[src/rtl/muldiv_pkg.sv]
// Shared encodings and constants for the iterative multiply/divide unit.
package muldiv_pkg;
    localparam int WIDTH = 16;
    localparam logic [WIDTH-1:0] DIV0_QUO = 16'hFFFF;

    typedef enum logic [1:0] {
        OP_MUL_LO = 2'b00,
        OP_MUL_HI = 2'b01,
        OP_DIV_Q  = 2'b10,
        OP_DIV_R  = 2'b11
    } op_e;

    typedef enum logic [1:0] {
        S_IDLE = 2'b00,
        S_RUN  = 2'b01,
        S_DONE = 2'b10
    } state_e;
endpackage

[src/rtl/muldiv_iter_step.sv]
// One combinational iteration: shift-add multiply step or restoring divide step.
module muldiv_iter_step #(
    parameter int WIDTH = 16,
    parameter int CNT_W = 4
) (
    input  logic               is_div,
    input  logic [2*WIDTH-1:0] acc_in,
    input  logic [WIDTH-1:0]   rem_in,
    input  logic [WIDTH-1:0]   opa,
    input  logic [WIDTH-1:0]   opb,
    input  logic [CNT_W-1:0]   cnt,
    output logic [2*WIDTH-1:0] acc_out,
    output logic [WIDTH-1:0]   rem_out,
    output logic               quo_bit
);
    logic [WIDTH:0] rem_sh;

    // Stored remainder is always below the divisor, so the shifted value fits in
    // WIDTH+1 bits and the modulo-WIDTH subtract is exact whenever it is taken.
    always_comb begin
        rem_sh  = {rem_in, acc_in[WIDTH-1]};
        quo_bit = 1'b0;
        acc_out = acc_in;
        rem_out = rem_in;
        if (is_div) begin
            quo_bit = (rem_sh >= {1'b0, opb});
            rem_out = quo_bit ? (rem_sh[WIDTH-1:0] - opb) : rem_sh[WIDTH-1:0];
            acc_out = {acc_in[2*WIDTH-1:WIDTH], acc_in[WIDTH-2:0], quo_bit};
        end else if (opb[cnt]) begin
            acc_out = acc_in + ({{WIDTH{1'b0}}, opa} << cnt);
        end
    end
endmodule

[src/rtl/muldiv_unit.sv]
// Iterative unsigned multiply/divide unit feeding the register-file write port.
module muldiv_unit
    import muldiv_pkg::*;
#(
    parameter int WIDTH  = 16,
    parameter int CNT_W  = 4,
    parameter int REG_AW = 4
) (
    input  logic              clk,
    input  logic              rst_n,
    input  logic              start,
    input  logic [1:0]        op,
    input  logic [WIDTH-1:0]  operand_a,
    input  logic [WIDTH-1:0]  operand_b,
    input  logic [REG_AW-1:0] dest_reg,
    output logic              busy,
    output logic              done,
    output logic [WIDTH-1:0]  result,
    output logic [REG_AW-1:0] result_reg,
    output logic              div_by_zero
);
    localparam logic [CNT_W-1:0] CNT_LAST = CNT_W'(WIDTH - 1);

    state_e              state, state_nxt;
    op_e                 op_q;
    logic [WIDTH-1:0]    a_q, b_q;
    logic [REG_AW-1:0]   dest_q;
    logic [CNT_W-1:0]    cnt;
    logic [2*WIDTH-1:0]  acc, acc_nxt;
    logic [WIDTH-1:0]    rem, rem_nxt;
    logic                quo_bit;
    logic                is_div, b_zero;
    logic [WIDTH-1:0]    res_sel;

    assign is_div = (op_q == OP_DIV_Q) || (op_q == OP_DIV_R);
    assign b_zero = (b_q == '0);
    assign busy   = (state != S_IDLE);
    assign done   = (state == S_DONE);

    muldiv_iter_step #(.WIDTH(WIDTH), .CNT_W(CNT_W)) u_step (
        .is_div  (is_div),
        .acc_in  (acc),
        .rem_in  (rem),
        .opa     (a_q),
        .opb     (b_q),
        .cnt     (cnt),
        .acc_out (acc_nxt),
        .rem_out (rem_nxt),
        .quo_bit (quo_bit)
    );

    always_ff @(posedge clk) begin
        if (!rst_n) state <= S_IDLE;
        else        state <= state_nxt;
    end

    always_comb begin
        state_nxt = state;
        case (state)
            S_IDLE:  if (start) state_nxt = S_RUN;
            S_RUN:   if (cnt == CNT_LAST) state_nxt = S_DONE;
            S_DONE:  state_nxt = S_IDLE;
            default: state_nxt = S_IDLE;
        endcase
    end

    // Result is captured from the final iteration's step output so it is valid in DONE.
    always_comb begin
        res_sel = acc_nxt[WIDTH-1:0];
        case (op_q)
            OP_MUL_LO: res_sel = acc_nxt[WIDTH-1:0];
            OP_MUL_HI: res_sel = acc_nxt[2*WIDTH-1:WIDTH];
            OP_DIV_Q:  res_sel = b_zero ? DIV0_QUO : acc_nxt[WIDTH-1:0];
            OP_DIV_R:  res_sel = b_zero ? a_q : rem_nxt;
            default:   res_sel = acc_nxt[WIDTH-1:0];
        endcase
    end

    always_ff @(posedge clk) begin
        if (!rst_n) begin
            op_q        <= OP_MUL_LO;
            a_q         <= '0;
            b_q         <= '0;
            dest_q      <= '0;
            cnt         <= '0;
            acc         <= '0;
            rem         <= '0;
            result      <= '0;
            result_reg  <= '0;
            div_by_zero <= 1'b0;
        end else begin
            case (state)
                S_IDLE: if (start) begin
                    op_q   <= op_e'(op);
                    a_q    <= operand_a;
                    b_q    <= operand_b;
                    dest_q <= dest_reg;
                    cnt    <= '0;
                    rem    <= '0;
                    // Divide keeps the dividend in the low half; it shifts out as the quotient shifts in.
                    acc    <= op[1] ? {{WIDTH{1'b0}}, operand_a} : '0;
                end
                S_RUN: begin
                    acc <= acc_nxt;
                    rem <= rem_nxt;
                    cnt <= cnt + CNT_W'(1);
                    if (cnt == CNT_LAST) begin
                        result      <= res_sel;
                        result_reg  <= dest_q;
                        div_by_zero <= is_div && b_zero;
                    end
                end
                default: ;
            endcase
        end
    end
endmodule

[config.mk]
export PLATFORM = sky130hd
export DESIGN_NAME = muldiv_unit
export DESIGN_NICKNAME = d
export VERILOG_FILES = /design/src/rtl/muldiv_pkg.sv /design/src/rtl/muldiv_iter_step.sv /design/src/rtl/muldiv_unit.sv
export SDC_FILE = /design/constraint.sdc
export NUM_CORES = 1
export LEC_CHECK = 0
export ABC_AREA = 1
export ABC_CLOCK_PERIOD_IN_PS = 3300
export BUFFER_PORTS_ARGS = -buffer_cell sky130_fd_sc_hd__buf_2
export CAP_MARGIN = 20
export CORE_MARGIN = 2
export CORE_UTILIZATION = 58
export CTS_BUF_LIST = sky130_fd_sc_hd__clkbuf_4
export CTS_CLUSTER_DIAMETER = 100
export CTS_CLUSTER_SIZE = 30
export DETAILED_ROUTE_END_ITERATION = 6
export MAX_ROUTING_LAYER = met4
export PLACE_DENSITY = 0.81
export SLEW_MARGIN = 20
export SYNTH_ARGS = -nofsm -noshare
export SYNTH_HDL_FRONTEND = slang
export SYNTH_SLANG_ARGS = --single-unit
[constraint.sdc]
create_clock -name clk -period 3.3 [get_ports clk]
set_input_delay 0.165 -clock clk [delete_from_list [all_inputs] [get_ports clk]]
set_output_delay 0.165 -clock clk [all_outputs]
set_load 0.01 [all_outputs]
==> run_results.csv, run 1 <==
group,metric,value,unit
status,outcome,"finished with violations",
status,violations,"design-rule violations, negative setup slack",
synthesis,synth_nets,1758,
global_route,grt_pass1_wl,60400,um
synthesis,avgSynthCellArea,5.78,um^2
synthesis,synthFlopType,"dfxtp_1",
setup_path,cp_slowest_cell,"dfxtp_4",
setup_path,critPathKind,"reg -> reg",
place,place_ws,-293,ps
routing,wirelength,40600,um
setup_path,r2r_slack,-20,ps
routing,drtIter0Drc,1888,
routing,ant_nets,0,
setup_path,cp_common_cell,"nand2_1",
cells_and_area,num-fill-cells,1218,
job,max_cap_violations,0,
cells_and_area,regArea,2270,um^2
floorplan,rows,47,
floorplan,die_area,17700,um^2
routing,dr.pass1.iters,7,
clock_tree,cts_buffers,17,
place,dp.cells,2017,
clock_tree,path_clk_slew,160,ps
clock_tree,cts-root-buf,"clkbuf_4",
global_route,grt_max_degree,71,
clock_tree,clk_latency,590,ps
power,cellLeakagePower,6.05,nW
cells_and_area,largest_register_ffs,32,
timing,fmax,0.301,GHz
setup_path,crit_family,"simple AND/OR/NAND/NOR gates",
timing,grt_setup_unrepaired,"true",
timing,worst_slew_pin_slew,941,ps
clock_tree,tritoncts,"yes",
floorplan,die_y,133,um
timing,relSlewSlack,37.3,%
cells_and_area,final_cell_mix,"nand2_1, inv_1, buf_4, nand3_1, dfxtp_1",
synthesis,synth.distinct_cells,46,
timing,layout_setup_ws,-20.3,ps
timing,maxSlewViolCount,0,
setup_path,cp-start-kind,"flop",
cells_and_area,layout.cells.non_filler,2111,
routing,viasPerCell,5.99,
setup_path,worstPathRequired,3830,ps
global_route,grt_pass1_vias,11400,
routing,detail_route.drc_violations,16,
setup_path,cp-end-kind,"flop",
timing,post-route-min-period,3320,ps
synthesis,async_reset_ff_share,0,%
setup_path,cp.arrival,3850,ps
clock_tree,clock_tree.buffer_depth,2,
synthesis,synth_area_leader_cell,"dfxtp_1",
setup_path,cp.buffers_inverters,5,
floorplan,core_area,16400,um^2
power,vdd_ir_drop_max,0.442,mV
synthesis,synth_edf_count,0,
timing,fin_crit_sh,101,%
place,routabilityCongestion,1.08,
floorplan,io_pins,64,
synthesis,seq_area_frac_synth,23.5,%
power,powerDensity,337,nW/um^2
synthesis,synth_area_leaders,"dfxtp_1, nand2_1, o21ai_0",
global_route,grt_overflow_total,0,
clock_tree,cts.sinks,113,
cells_and_area,area_growth,33.6,%
timing,hold_viol,0,
synthesis,ys_ff_latch,113,
synthesis,ys_warn_count,0,
cells_and_area,multi_input_area,7380,um^2
setup_path,crit_fanout,5,
clock_tree,htreeDepth,4,
synthesis,synthCells,1667,
setup_path,path_cells,"buf_8 -> buf_4 -> nand2_1 -> nand2_1 -> nand2_1 -> o21ai_2 -> nand2_1 -> o21ai_2 -> nand2_1 -> o21ai_1 -> ha_1 -> buf_6 -> nand2_4 -> buf_6 -> o21bai_4 -> a21oi_2 -> nand3_1 -> nand2_1 -> inv_1 -> o21ai_2 -> nand3_2 -> nand3_1 -> nand2_1 -> a21oi_1",
place,dp_hpwl,27900,um
place,port_buffers,63,
cells_and_area,nNetsFinal,1964,
floorplan,die_x,133,um
setup_path,critPathMaxStageDelay,430,ps
floorplan,start_util,58.8,%
hold_path,hold_class,"in -> reg",
synthesis,synth_top_area_share,23.5,%
global_route,grtUsageTotal,45.1,%
timing,setup-violations-final,2,
routing,vias,12600,
cells_and_area,drive_above_1_share,26.1,%
routing,wl_per_cell,19.2,um
global_route,antenna_found_initial,4,
timing,whs,178,ps
timing,skew,42.5,ps
synthesis,syn-cell-area,9640,um^2
cells_and_area,mostFrequentLayoutCell,"nand2_1",
==> cell type report <==
cell class	count	area share [%]
clock inverter	15	1.34
inverter	170	5.01
antenna	5	0.0971
multi-input combinational	1307	57.3
clock buffer	17	0.990
timing repair buffer	264	15.5
sequential	113	17.6
tap	220	2.14
==> synthesized netlist by cell type (all sizes together) (4+ instances only) <==
library cell	instances
nand2	564
ha	48
nand3	139
dfxtp	113
o21ai	172
clkbuf	51
mux2i	4
xor2	11
or2	24
nor3	11
inv	169
buf	26
nor4	4
nor2	128
nand4	9
nand3b	5
a31oi	14
o211ai	6
o21bai	11
xnor2	11
a21oi	134
==> worst min-delay path: cells and delay by family <==
kind	cells	cell delay, ps
AO/OA/AOI/OAI	2	220
buffers and inverters	1	320
==> worst paths after layout <==
path / start / to / depth (start not counted)
worst max-delay path: cnt[0] / result[4] / 24
worst min-delay path: rst_n / b_q[2] / 3
worst max register to register: cnt[0] / result[4] / 24
worst min register to register: result[8] / result[8] / 2
==> through the flow <==
step | setup TNS (ps) | instance area, um^2 | utilization, % | total power, mW
after global routing | -2350 | 12900 | 78.5 | 4.52
after detailed placement | -2880 | 11000 | 66.9 | 2.84
final | -28.3 | 12900 | 78.5 | 4.34
after global placement | -3730 | 11000 | 66.9 | 2.82
after CTS | -23.3 | 11800 | 71.7 | 4.03
after floorplan | 0 | 9640 | - | 2.36
==> layer usage <==
| layer | GRT usage [%] | vias up | routed length (um) |
|---|---|---|---|
| li1 | - | 5862 | - |
| met3 | 9.66 | 220 | 4610 |
| met1 | 57.8 | 5668 | 16100 |
| met4 | 20.4 | 0 | 2430 |
| met2 | 68.0 | 885 | 17500 |
| met5 | - | - | 0 |
==> cells by family (layout without fill, tap and decap cells) <==
logic type	count (synthesis)	count (layout)	synth area share, %
simple gates	884	884	38.1
compound gates	347	347	19.0
flops	113	113	23.5
other cells	0	5	0
xor+xnor	22	22	2.00
fa+ha+maj	50	50	6.64
buf+inv	247	466	10.4
mux	4	4	0.415
==> power by group <==
group / switching (mW) / leakage [nW] / internal [mW]
Combinational: 1.01 / 4.96 / 0.653
Sequential: 0.0826 / 0.924 / 1.43
Clock: 0.693 / 0.164 / 0.472
Total: 1.78 / 6.05 / 2.56
==> timing repair <==
action,in CTS,in global routing
hold buffers,38,0
cloned,0,2
setup buffers,4,13
gates resized for setup,50,267
pin swaps,7,62
hold endpoints to repair,53,0
endpoints found under the setup margin,26,40
Note: power is estimated with default switching activity, not from simulation.
==> run 2: changes to the inputs <==
--- a/config.mk
+++ b/config.mk
@@ -20,4 +20,5 @@
 export SLEW_MARGIN = 20
 export SYNTH_ARGS = -nofsm -noshare
 export SYNTH_HDL_FRONTEND = slang
+export SYNTH_HIERARCHICAL = 1
 export SYNTH_SLANG_ARGS = --single-unit
==> run 2 against run 1 <==
The flow still finishes with violations (design-rule violations, negative setup slack). Critical path depth decreased by 3. Clock power hardly changed. Clock-buffer cell count unchanged. Critical endpoint is now result[8]. Via count increased by 7.5%. Critical path type unchanged. First-iteration DRC count rose by 7.6%.
==> run_results.csv, run 2 <==
group,metric,value,unit
synthesis,synthCells,1849,
synthesis,ys_warn_count,6,
clock_tree,clk_latency,600,ps
routing,viasPerCell,5.91,
routing,detail_route.drc_violations,4,
global_route,busiest_layer,"met2",
power,report.power.total,4.47,mW
setup_path,cp-start-kind,"flop",
floorplan,die_x,137,um
cells_and_area,num-fill-cells,1287,
timing,maxSlewViolCount,0,
cells_and_area,largest_register_ffs,32,
hold_path,hold_class,"in -> reg",
hold_path,hold_depth,5,
place,port_buffers,63,
setup_path,cp-end-kind,"flop",
clock_tree,htreeDepth,4,
global_route,antenna_found_initial,1,
global_route,grt_use_met3,10.7,%
place,place_area,11600,um^2
global_route,grt_pass1_vias,11800,
clock_tree,cts_buffers,17,
cells_and_area,final_area,13700,um^2
setup_path,worstPathRequired,3810,ps
place,routabilityCongestion,1.07,
cells_and_area,final_cell_mix,"nand2_1, inv_1, buf_4, nand3_1",
floorplan,core_area,17400,um^2
timing,hold_viol,0,
routing,dr.pass1.iters,7,
clock_tree,cts-root-buf,"clkbuf_4",
timing,whs,66.8,ps
timing,setup-violations-final,4,
floorplan,die_area,18800,um^2
job,max_cap_violations,0,
floorplan,io_pins,64,
global_route,grt_pass1_wl,61800,um
cells_and_area,mostFrequentLayoutCell,"nand2_1",
setup_path,crit_fanout,16,
setup_path,r2r_cells,21,
setup_path,cp.arrival,3910,ps
global_route,gr-usage-met2,63.6,%
synthesis,avgSynthCellArea,5.57,um^2
status,violations,"design-rule violations, negative setup slack",
timing,layout_setup_ws,-106,ps
cells_and_area,layout.cells.non_filler,2299,
timing,fin_crit_sh,103,%
synthesis,synth_nets,1940,
timing,setup_tns,-195,ps
routing,wirelength,42600,um
place,dp_hpwl,28900,um
setup_path,r2r-end,"result[8]",
global_route,grt_overflow_total,0,
clock_tree,path_clk_slew,150,ps
timing,worst_slew_pin_slew,1020,ps
floorplan,rows,48,
floorplan,die_y,137,um
routing,drtIter0Drc,2031,
cells_and_area,nNetsFinal,2151,
power,cellLeakagePower,6.74,nW
global_route,grtUsageTotal,43.9,%
place,place_ws,-338,ps
floorplan,start_util,59.4,%
cells_and_area,drive_above_1_share,27.6,%
routing,vias,13600,
timing,relSlewSlack,32.0,%
clock_tree,tritoncts,"yes",
routing,wl_per_cell,18.5,um
setup_path,r2r_slack,-110,ps
setup_path,worstReg2RegStart,"cnt[2]",
power,powerDensity,327,nW/um^2
clock_tree,clock_tree.buffer_depth,2,
hold_path,hp-start,"start",
setup_path,critPathKind,"reg -> reg",
cells_and_area,area_growth,32.7,%
timing,grt_setup_unrepaired,"true",
routing,ant_nets,0,
timing,fmax,0.294,GHz
hold_path,min_to,"dest_q[0]",
place,dp.cells,2201,
power,vdd_ir_drop_max,0.371,mV
global_route,grt_use_met1,60.0,%
timing,skew,30.7,ps
clock_tree,cts.sinks,113,
cells_and_area,fin_util,78.8,%
status,outcome,"finished with violations",
global_route,grt_max_degree,60,
timing,post-route-min-period,3410,ps
synthesis,syn-cell-area,10300,um^2
==> run 2: cell types whose count changed in the layout (fill, tap and decap cells not counted), sizes merged, moves of 5 or more <==
cell and change:
a21oi +8, inv +101, and2 +5, nor2 +31
or2 -21, o211ai -6, nand2 +114, o21ai -34
o21bai -7
==> run 2: metal layers <==
metal | wire, um | vias to the layer above
li1 | - | 6256
met4 | 1750 | 0
met2 | 17900 | 1014
met3 | 5830 | 187
met5 | 0 | -
met1 | 17100 | 6128
==> run 2: report_power, final <==
| group | leakage [nW] | internal [mW] | switching [mW] |
|---|---|---|---|
| Clock | 0.153 | 0.409 | 0.741 |
| Combinational | 5.66 | 0.681 | 1.12 |
| Sequential | 0.924 | 1.43 | 0.0855 |
| Total | 6.74 | 2.52 | 1.95 |
==> run 2: layout make-up <==
type                            count  area (um^2)  share of cell area, %
Antenna cell                        1         2.50                 0.0183
Tap cell                          225          282                   2.06
Sequential cell                   113         2270                   16.6
Timing Repair Buffer              267         2040                   14.9
Multi-Input combinational cell   1392         7770                   56.8
Inverter                          269         1020                   7.46
Clock inverter                     15          165                   1.21
Clock buffer                       17          128                  0.933
==> run 2: worst max-delay path, cell delays in order (launching register included) <==
cell and delay [ps]:
dfxtp_1 420, clkinv_1 80, buf_4 200, nand2_1 150, nor2_1 70, ha_1 250
fa_2 420, nand3_1 100, nand3_1 170, nand2_1 120, nand3_2 130, xnor2_1 180
nand2_1 70, nand3_1 60, o21ai_0 100, buf_4 200, inv_1 80, nand2_1 80
nand2_1 110, nand3_1 130, nand2_1 130, a21oi_1 70
==> run 2: timing repair <==
item / 4_1_cts / 5_1_grt
setup buffers: 8 / 20
hold buffers: 38 / 0
cloned: 0 / 1
gates resized for setup: 72 / 323
pin swaps: 15 / 139
endpoints found under the hold margin: 54 / 0
endpoints found under the setup margin: 27 / 41
==> run 2: worst max path at each step <==
| stage | start | endpoint | slack [ps] |
|---|---|---|---|
| 3_5_place_dp | cnt[0] | result[3] | -340 |
| 2_1_floorplan | cnt[0] | result[11] | 280 |
| 6_report | cnt[2] | result[8] | -110 |
| 5_1_grt | cnt[0] | result[8] | -270 |
| 3_3_place_gp | cnt[0] | result[1] | -340 |
| 4_1_cts | cnt[0] | result[13] | -40 |
